`src/rtl/ch0re_types.sv`:
```
// Shared types for the ch0re pipeline: memory op/size encodings and the MEM-stage FSM states.
package ch0re_types;

    typedef enum logic [1:0] {
        MEM_NONE  = 2'd0,
        MEM_LOAD  = 2'd1,
        MEM_STORE = 2'd2
    } mem_op_e;

    typedef enum logic [1:0] {
        SZ_B = 2'd0,
        SZ_H = 2'd1,
        SZ_W = 2'd2,
        SZ_D = 2'd3
    } mem_size_e;

    typedef enum logic [1:0] {
        StIdle = 2'd0,
        StReq  = 2'd1,
        StWait = 2'd2
    } mem_state_e;

    // Natural alignment within a doubleword: the low log2(size) address bits must be zero.
    function automatic logic is_misaligned(input logic [2:0] lane, input mem_size_e size);
        case (size)
            SZ_H:    return lane[0];
            SZ_W:    return |lane[1:0];
            SZ_D:    return |lane;
            default: return 1'b0;
        endcase
    endfunction

endpackage

```
`src/rtl/ch0re_mem_align.sv`:
```
// Combinational lane logic: alignment check, byte enables and store shift on the request side,
// load extraction and sign/zero extension on the response side.
module ch0re_mem_align
    import ch0re_types::*;
#(
    parameter int unsigned XLEN = 64
) (
    input  logic [2:0]      req_lane,
    input  mem_size_e       req_size,
    input  logic [XLEN-1:0] req_wdata,
    output logic            req_misaligned,
    output logic [7:0]      req_be,
    output logic [XLEN-1:0] req_wdata_sh,
    input  logic [2:0]      rsp_lane,
    input  mem_size_e       rsp_size,
    input  logic            rsp_unsigned,
    input  logic [XLEN-1:0] rsp_rdata,
    output logic [XLEN-1:0] rsp_data
);

    logic [XLEN-1:0] rsp_shifted;

    always_comb begin
        req_misaligned = is_misaligned(req_lane, req_size);
        req_be         = 8'hFF;
        case (req_size)
            SZ_B:    req_be = 8'h01 << req_lane;
            SZ_H:    req_be = 8'h03 << req_lane;
            SZ_W:    req_be = 8'h0F << req_lane;
            default: req_be = 8'hFF;
        endcase
        req_wdata_sh = req_wdata << {req_lane, 3'b000};
    end

    always_comb begin
        rsp_shifted = rsp_rdata >> {rsp_lane, 3'b000};
        rsp_data    = rsp_shifted;
        case (rsp_size)
            SZ_B: rsp_data = {{(XLEN-8){~rsp_unsigned & rsp_shifted[7]}}, rsp_shifted[7:0]};
            SZ_H: rsp_data = {{(XLEN-16){~rsp_unsigned & rsp_shifted[15]}}, rsp_shifted[15:0]};
            SZ_W: rsp_data = {{(XLEN-32){~rsp_unsigned & rsp_shifted[31]}}, rsp_shifted[31:0]};
            default: rsp_data = rsp_shifted;
        endcase
    end

endmodule

```
`src/rtl/ch0re_mem_stage.sv`:
```
// MEM pipeline stage: turns EX results into data-memory loads/stores over a req/gnt/rvalid port
// and hands single-cycle results to WB. One op in flight; EX is stalled via o_ready.
module ch0re_mem_stage
    import ch0re_types::*;
#(
    parameter int unsigned XLEN   = 64,
    parameter int unsigned REG_AW = 5
) (
    input  logic              i_clk,
    input  logic              i_rst,
    input  logic              i_valid,
    output logic              o_ready,
    input  logic [1:0]        i_mem_op,
    input  logic [1:0]        i_size,
    input  logic              i_unsigned,
    input  logic [XLEN-1:0]   i_addr,
    input  logic [XLEN-1:0]   i_wdata,
    input  logic [REG_AW-1:0] i_rd,
    input  logic              i_rd_we,
    output logic              o_valid,
    output logic [REG_AW-1:0] o_rd,
    output logic              o_rd_we,
    output logic [XLEN-1:0]   o_data,
    output logic              o_misaligned,
    output logic              o_dmem_req,
    input  logic              i_dmem_gnt,
    output logic              o_dmem_we,
    output logic [XLEN-1:0]   o_dmem_addr,
    output logic [7:0]        o_dmem_be,
    output logic [XLEN-1:0]   o_dmem_wdata,
    input  logic              i_dmem_rvalid,
    input  logic [XLEN-1:0]   i_dmem_rdata
);

    mem_state_e state_q, state_d;

    // Op context captured on accept
    mem_op_e           op_q, op_d;
    mem_size_e         size_q, size_d;
    logic              uns_q, uns_d;
    logic [2:0]        lane_q, lane_d;
    logic [REG_AW-1:0] rd_q, rd_d;
    logic              rd_we_lat_q, rd_we_lat_d;

    // Registered outputs
    logic              valid_q, valid_d;
    logic              rd_we_q, rd_we_d;
    logic [XLEN-1:0]   data_q, data_d;
    logic              misal_q, misal_d;
    logic              req_q, req_d;
    logic              we_q, we_d;
    logic [XLEN-1:0]   daddr_q, daddr_d;
    logic [7:0]        be_q, be_d;
    logic [XLEN-1:0]   dwdata_q, dwdata_d;

    mem_op_e           in_op;
    mem_size_e         in_size;
    logic              accept;
    logic              req_misaligned;
    logic [7:0]        req_be;
    logic [XLEN-1:0]   req_wdata_sh;
    logic [XLEN-1:0]   load_data;

    assign in_op   = mem_op_e'(i_mem_op);
    assign in_size = mem_size_e'(i_size);
    assign o_ready = (state_q == StIdle);
    assign accept  = i_valid & o_ready;

    ch0re_mem_align #(
        .XLEN (XLEN)
    ) u_align (
        .req_lane       (i_addr[2:0]),
        .req_size       (in_size),
        .req_wdata      (i_wdata),
        .req_misaligned (req_misaligned),
        .req_be         (req_be),
        .req_wdata_sh   (req_wdata_sh),
        .rsp_lane       (lane_q),
        .rsp_size       (size_q),
        .rsp_unsigned   (uns_q),
        .rsp_rdata      (i_dmem_rdata),
        .rsp_data       (load_data)
    );

    always_comb begin
        state_d     = state_q;
        op_d        = op_q;
        size_d      = size_q;
        uns_d       = uns_q;
        lane_d      = lane_q;
        rd_d        = rd_q;
        rd_we_lat_d = rd_we_lat_q;
        valid_d     = 1'b0;
        rd_we_d     = 1'b0;
        misal_d     = 1'b0;
        data_d      = data_q;
        req_d       = req_q;
        we_d        = we_q;
        daddr_d     = daddr_q;
        be_d        = be_q;
        dwdata_d    = dwdata_q;

        case (state_q)
            StIdle: begin
                if (accept) begin
                    op_d        = in_op;
                    size_d      = in_size;
                    uns_d       = i_unsigned;
                    lane_d      = i_addr[2:0];
                    rd_d        = i_rd;
                    rd_we_lat_d = i_rd_we;
                    if (in_op == MEM_NONE) begin
                        valid_d = 1'b1;
                        rd_we_d = i_rd_we;
                        data_d  = i_addr;
                    end else if (req_misaligned) begin
                        // Fault retires without touching memory; report the faulting address
                        valid_d = 1'b1;
                        misal_d = 1'b1;
                        data_d  = i_addr;
                    end else begin
                        state_d  = StReq;
                        req_d    = 1'b1;
                        we_d     = (in_op == MEM_STORE);
                        daddr_d  = {i_addr[XLEN-1:3], 3'b000};
                        be_d     = req_be;
                        dwdata_d = req_wdata_sh;
                    end
                end
            end
            StReq: begin
                if (i_dmem_gnt) begin
                    req_d = 1'b0;
                    if (op_q == MEM_STORE) begin
                        state_d = StIdle;
                        valid_d = 1'b1;
                    end else begin
                        state_d = StWait;
                    end
                end
            end
            StWait: begin
                if (i_dmem_rvalid) begin
                    state_d = StIdle;
                    valid_d = 1'b1;
                    rd_we_d = rd_we_lat_q;
                    data_d  = load_data;
                end
            end
            default: begin
                state_d = StIdle;
                req_d   = 1'b0;
            end
        endcase
    end

    always_ff @(posedge i_clk) begin
        if (i_rst) begin
            state_q     <= StIdle;
            op_q        <= MEM_NONE;
            size_q      <= SZ_B;
            uns_q       <= 1'b0;
            lane_q      <= '0;
            rd_q        <= '0;
            rd_we_lat_q <= 1'b0;
            valid_q     <= 1'b0;
            rd_we_q     <= 1'b0;
            data_q      <= '0;
            misal_q     <= 1'b0;
            req_q       <= 1'b0;
            we_q        <= 1'b0;
            daddr_q     <= '0;
            be_q        <= '0;
            dwdata_q    <= '0;
        end else begin
            state_q     <= state_d;
            op_q        <= op_d;
            size_q      <= size_d;
            uns_q       <= uns_d;
            lane_q      <= lane_d;
            rd_q        <= rd_d;
            rd_we_lat_q <= rd_we_lat_d;
            valid_q     <= valid_d;
            rd_we_q     <= rd_we_d;
            data_q      <= data_d;
            misal_q     <= misal_d;
            req_q       <= req_d;
            we_q        <= we_d;
            daddr_q     <= daddr_d;
            be_q        <= be_d;
            dwdata_q    <= dwdata_d;
        end
    end

    assign o_valid      = valid_q;
    assign o_rd         = rd_q;
    assign o_rd_we      = rd_we_q;
    assign o_data       = data_q;
    assign o_misaligned = misal_q;
    assign o_dmem_req   = req_q;
    assign o_dmem_we    = we_q;
    assign o_dmem_addr  = daddr_q;
    assign o_dmem_be    = be_q;
    assign o_dmem_wdata = dwdata_q;

endmodule

```
`config.mk`:
```
export PLATFORM = sky130hd
export DESIGN_NAME = ch0re_mem_stage
export DESIGN_NICKNAME = d
export VERILOG_FILES = /design/src/rtl/ch0re_types.sv /design/src/rtl/ch0re_mem_align.sv /design/src/rtl/ch0re_mem_stage.sv
export SDC_FILE = /design/constraint.sdc
export NUM_CORES = 1
export LEC_CHECK = 0
export ABC_AREA = 1
export CAP_MARGIN = 20
export CORE_MARGIN = 5
export CORE_UTILIZATION = 40
export DETAILED_ROUTE_END_ITERATION = 6
export PLACE_DENSITY_LB_ADDON = 0.1
export REMOVE_ABC_BUFFERS = 1
export SETUP_SLACK_MARGIN = 0.02
export SYNTH_ARGS = -nofsm -noshare
export SYNTH_HDL_FRONTEND = slang
export SYNTH_SLANG_ARGS = --single-unit
```
`constraint.sdc`:
```
create_clock -name i_clk -period 4.8 [get_ports i_clk]
set_input_delay 1.2 -clock i_clk [delete_from_list [all_inputs] [get_ports i_clk]]
set_output_delay 1.2 -clock i_clk [all_outputs]
set_load 0.01 [all_outputs]
```
==> flow_summary.yaml <==
yosys:
  ys_ff_latch: 218
  ys_top_cells_by_area: "dfxtp_1 (36%), nand2_1 (14%), o21ai_0 (12%)"
  async_reset_ff_share_pct: 0
  synth_cells: 1920
  synthesis.area_um2: 12260
  synth_edf_count: 0
  yosys_warnings: 0
  synth_cell_types: 40
  synth_top_area_share_pct: 35.61
  synth.most_common_cell: "nand2_1"
  synth-seq-area-share_pct: 35.61
  synthTopCellsByCount: "nand2_1 (448), o21ai_0 (304), nor2_1 (238)"
  synthFlopType: "dfxtp_1"
  synth_top_area_cell: "dfxtp_1"
  syn_avg_cell_area_um2: 6.383
min_path:
  min_delay_path_depth: 2
  min_path_type: "reg -> reg"
place:
  dp_hpwl_um: 33760
  port_buffers: 415
  dp_cells: 2594
  gp_congestion: 0.8825
setup_path:
  timing.critical_path.depth: 10
  required_ps: 5190
  reg2reg_depth: 10
  crit_type: "reg -> reg"
  critPathMaxStageDelay_ps: 610
  critPathLaunchType: "flip-flop"
  crit_arrival_ps: 3830
  critPathTopFamily: "simple AND/OR/NAND/NOR gates"
  cp_slowest_cell: "nand2_2"
  cp.buffers_inverters: 2
  cp_max_fo: 57
  endpoint_kind: "flip-flop"
  path_cells: "buf_4, inv_2, nand2_1, nand3_1, nand3_1, nand2_1, nand2_2, nand2_2, o21ai_0, a21oi_1"
power_and_ir_drop:
  p_int_mw: 3.871
  p_seq_share_pct: 37.2
  power_density_nw_per_um2: 322.5
  switching_share_pct: 30.30
  leakagePower_nw: 7.249
  ir_worst_vdd_mv: 0.2672
  clkPwrFrac_pct: 35.8
  power_frac_comb_pct: 27.0
  p_sw_mw: 1.682
routing:
  via_per_inst: 5.390
  drt_iter0_markers: 1364
  wire_per_inst_um: 18.56
  dr.pass1.iters: 6
  wl_um: 49060
  ant_nets: 0
  drcViolationCount: 0
  num_vias: 14250
cts:
  cts.sinks: 218
  cts_resized: 0
  cts_root_buffer: "clkbuf_16"
  path_clk_slew_ps: 60
  post-cts-setup-buffer-count: 0
  cts_htree_levels: 1
  cts_buffer_depth: 3
  insertion_delay_ps: 530
  cts_tree: "done"
  hold_buffers: 0
  numCtsBuffers: 25
die:
  die_h_um: 185.0
  core_um2: 30430
  row_count: 64
  die_w_um: 185.0
  ioPinCount: 419
  dieArea_um2: 34240
  start_util_pct: 40.28
cells_and_area:
  layout.cells.non_filler: 2643
  syn2layout_area_growth_pct: 40.52
  drive_gt1_share_pct: 6.690
  num-fill-cells: 3009
  final_nets: 2439
global_route:
  grt_max_degree: 159
  grt_pass1_wl_um: 74860
  grt_usage_pct: 27.13
  grt_overflow: 0
  antenna_found_initial: 8
  first_global_vias: 13450
outcome:
  status: "finished clean"
timing:
  min_period_ps: 3442
  setup_viol: 0
  final_max_slew_viol_count: 0
  worstMarginPinSlew_ps: 973.0
  fmax_ghz: 0.2905
  max_slew_margin_pct: 34.89
  skew_ps: 16.95
  timing.final.crit_share_pct: 71.71
  rsz0062_at_grt: "false"
  fin_setup_tns_ps: 0
  hold_violations: 0
job:
  drv_cap: 0
==> layer usage <==
| layer | GRT usage [%] | vias up | wire length (um) |
|---|---|---|---|
| met1 | 32.95 | 6604 | 19570 |
| met5 | 0 | - | 59 |
| met4 | 7.223 | 8 | 1248 |
| met2 | 47.34 | 561 | 23560 |
| met3 | 7.581 | 84 | 4630 |
| li1 | - | 6988 | - |
==> sequential cells by signal, summed over array words and instances (netlist names), 2 cells and up <==
| name | cells |
|---|---|
| lane_q | 3 |
| o_data | 64 |
| o_dmem_addr | 61 |
| o_dmem_be | 8 |
| o_dmem_wdata | 64 |
| o_rd | 5 |
| op_q | 2 |
| size_q | 2 |
| state_q | 2 |
==> cell families after synthesis <==
family                     count (synthesis)  synth area share (%)
AOI/OAI and AO/OA                        511                 21.58
adders and majority gates                  5                0.5105
buffers and inverters                    238                 8.933
DFF                                      218                 35.61
muxes                                      3                0.2450
other                                      1               0.03060
and+or+nand+nor                          944                 33.09
==> placed cells by master, fill, tap and decap left out, drive strengths merged, types with 6 or more instances in the layout <==
| cell type | count |
|---|---|
| buf | 25 |
| o21bai | 6 |
| o22ai | 8 |
| nand3 | 150 |
| inv | 74 |
| a21oi | 154 |
| clkbuf | 34 |
| clkdlybuf4s50 | 413 |
| clkinv | 7 |
| dfxtp | 218 |
| nor2 | 241 |
| a31oi | 7 |
| nand4 | 35 |
| o21ai | 320 |
| nand2 | 455 |
| or2 | 58 |
| o221ai | 7 |
==> tightest hold or removal path: stages, from the launching register on <==
cell	delay (ps)
dfxtp_1	300
inv_1	60
a21oi_1	60
==> stage by stage <==
| stage | cell area, um^2 | setup WS, ps | hold WS (ps) | total power [mW] | utilization [%] |
|---|---|---|---|---|---|
| 2_1_floorplan | 11460 | 563.2 | 432.4 | 2.786 | - |
| 3_5_place_dp | 16330 | 1096 | 449.7 | 3.591 | 53.68 |
| 3_3_place_gp | 16330 | 1173 | 444.4 | 3.574 | 53.68 |
| 5_1_grt | 17220 | 992.9 | 482.4 | 5.831 | 56.59 |
| 6_report | 17220 | 1358 | 457.4 | 5.554 | 56.60 |
| 4_1_cts | 17180 | 1375 | 458.4 | 5.592 | 56.46 |
==> power groups by stage <==
stage	Sequential (mW)	Combinational (mW)	Clock [mW]
after global placement	2.10	1.48	0
after detailed placement	2.10	1.49	0
final	2.06	1.50	1.99
after CTS	2.06	1.50	2.03
after floorplan	2.18	0.603	0
after global routing	2.08	1.64	2.10
==> layout make-up <==
class / instances / area (um^2) / share of cell area (%)
Inverter: 77 / 297.8 / 1.729
Clock inverter: 9 / 147.6 / 0.8573
Clock buffer: 34 / 699.4 / 4.061
Tap cell: 396 / 495.5 / 2.877
Multi-Input combinational cell: 1466 / 6817 / 39.58
Sequential cell: 218 / 4365 / 25.35
Timing Repair Buffer: 438 / 4387 / 25.47
Antenna cell: 5 / 12.51 / 0.07265
==> path summary, 6_finish.rpt <==
| kind | endpoint | slack, ps | startpoint |
|---|---|---|---|
| worst max register to register | o_data[17] | 1360 | lane_q[0] |
| worst min register to register | op_q[1] | 460 | op_q[1] |
| worst max-delay path | o_data[17] | 1360 | lane_q[0] |
| worst min-delay path | op_q[1] | 460 | op_q[1] |
No activity file was read; power rests on OpenSTA's default activity.
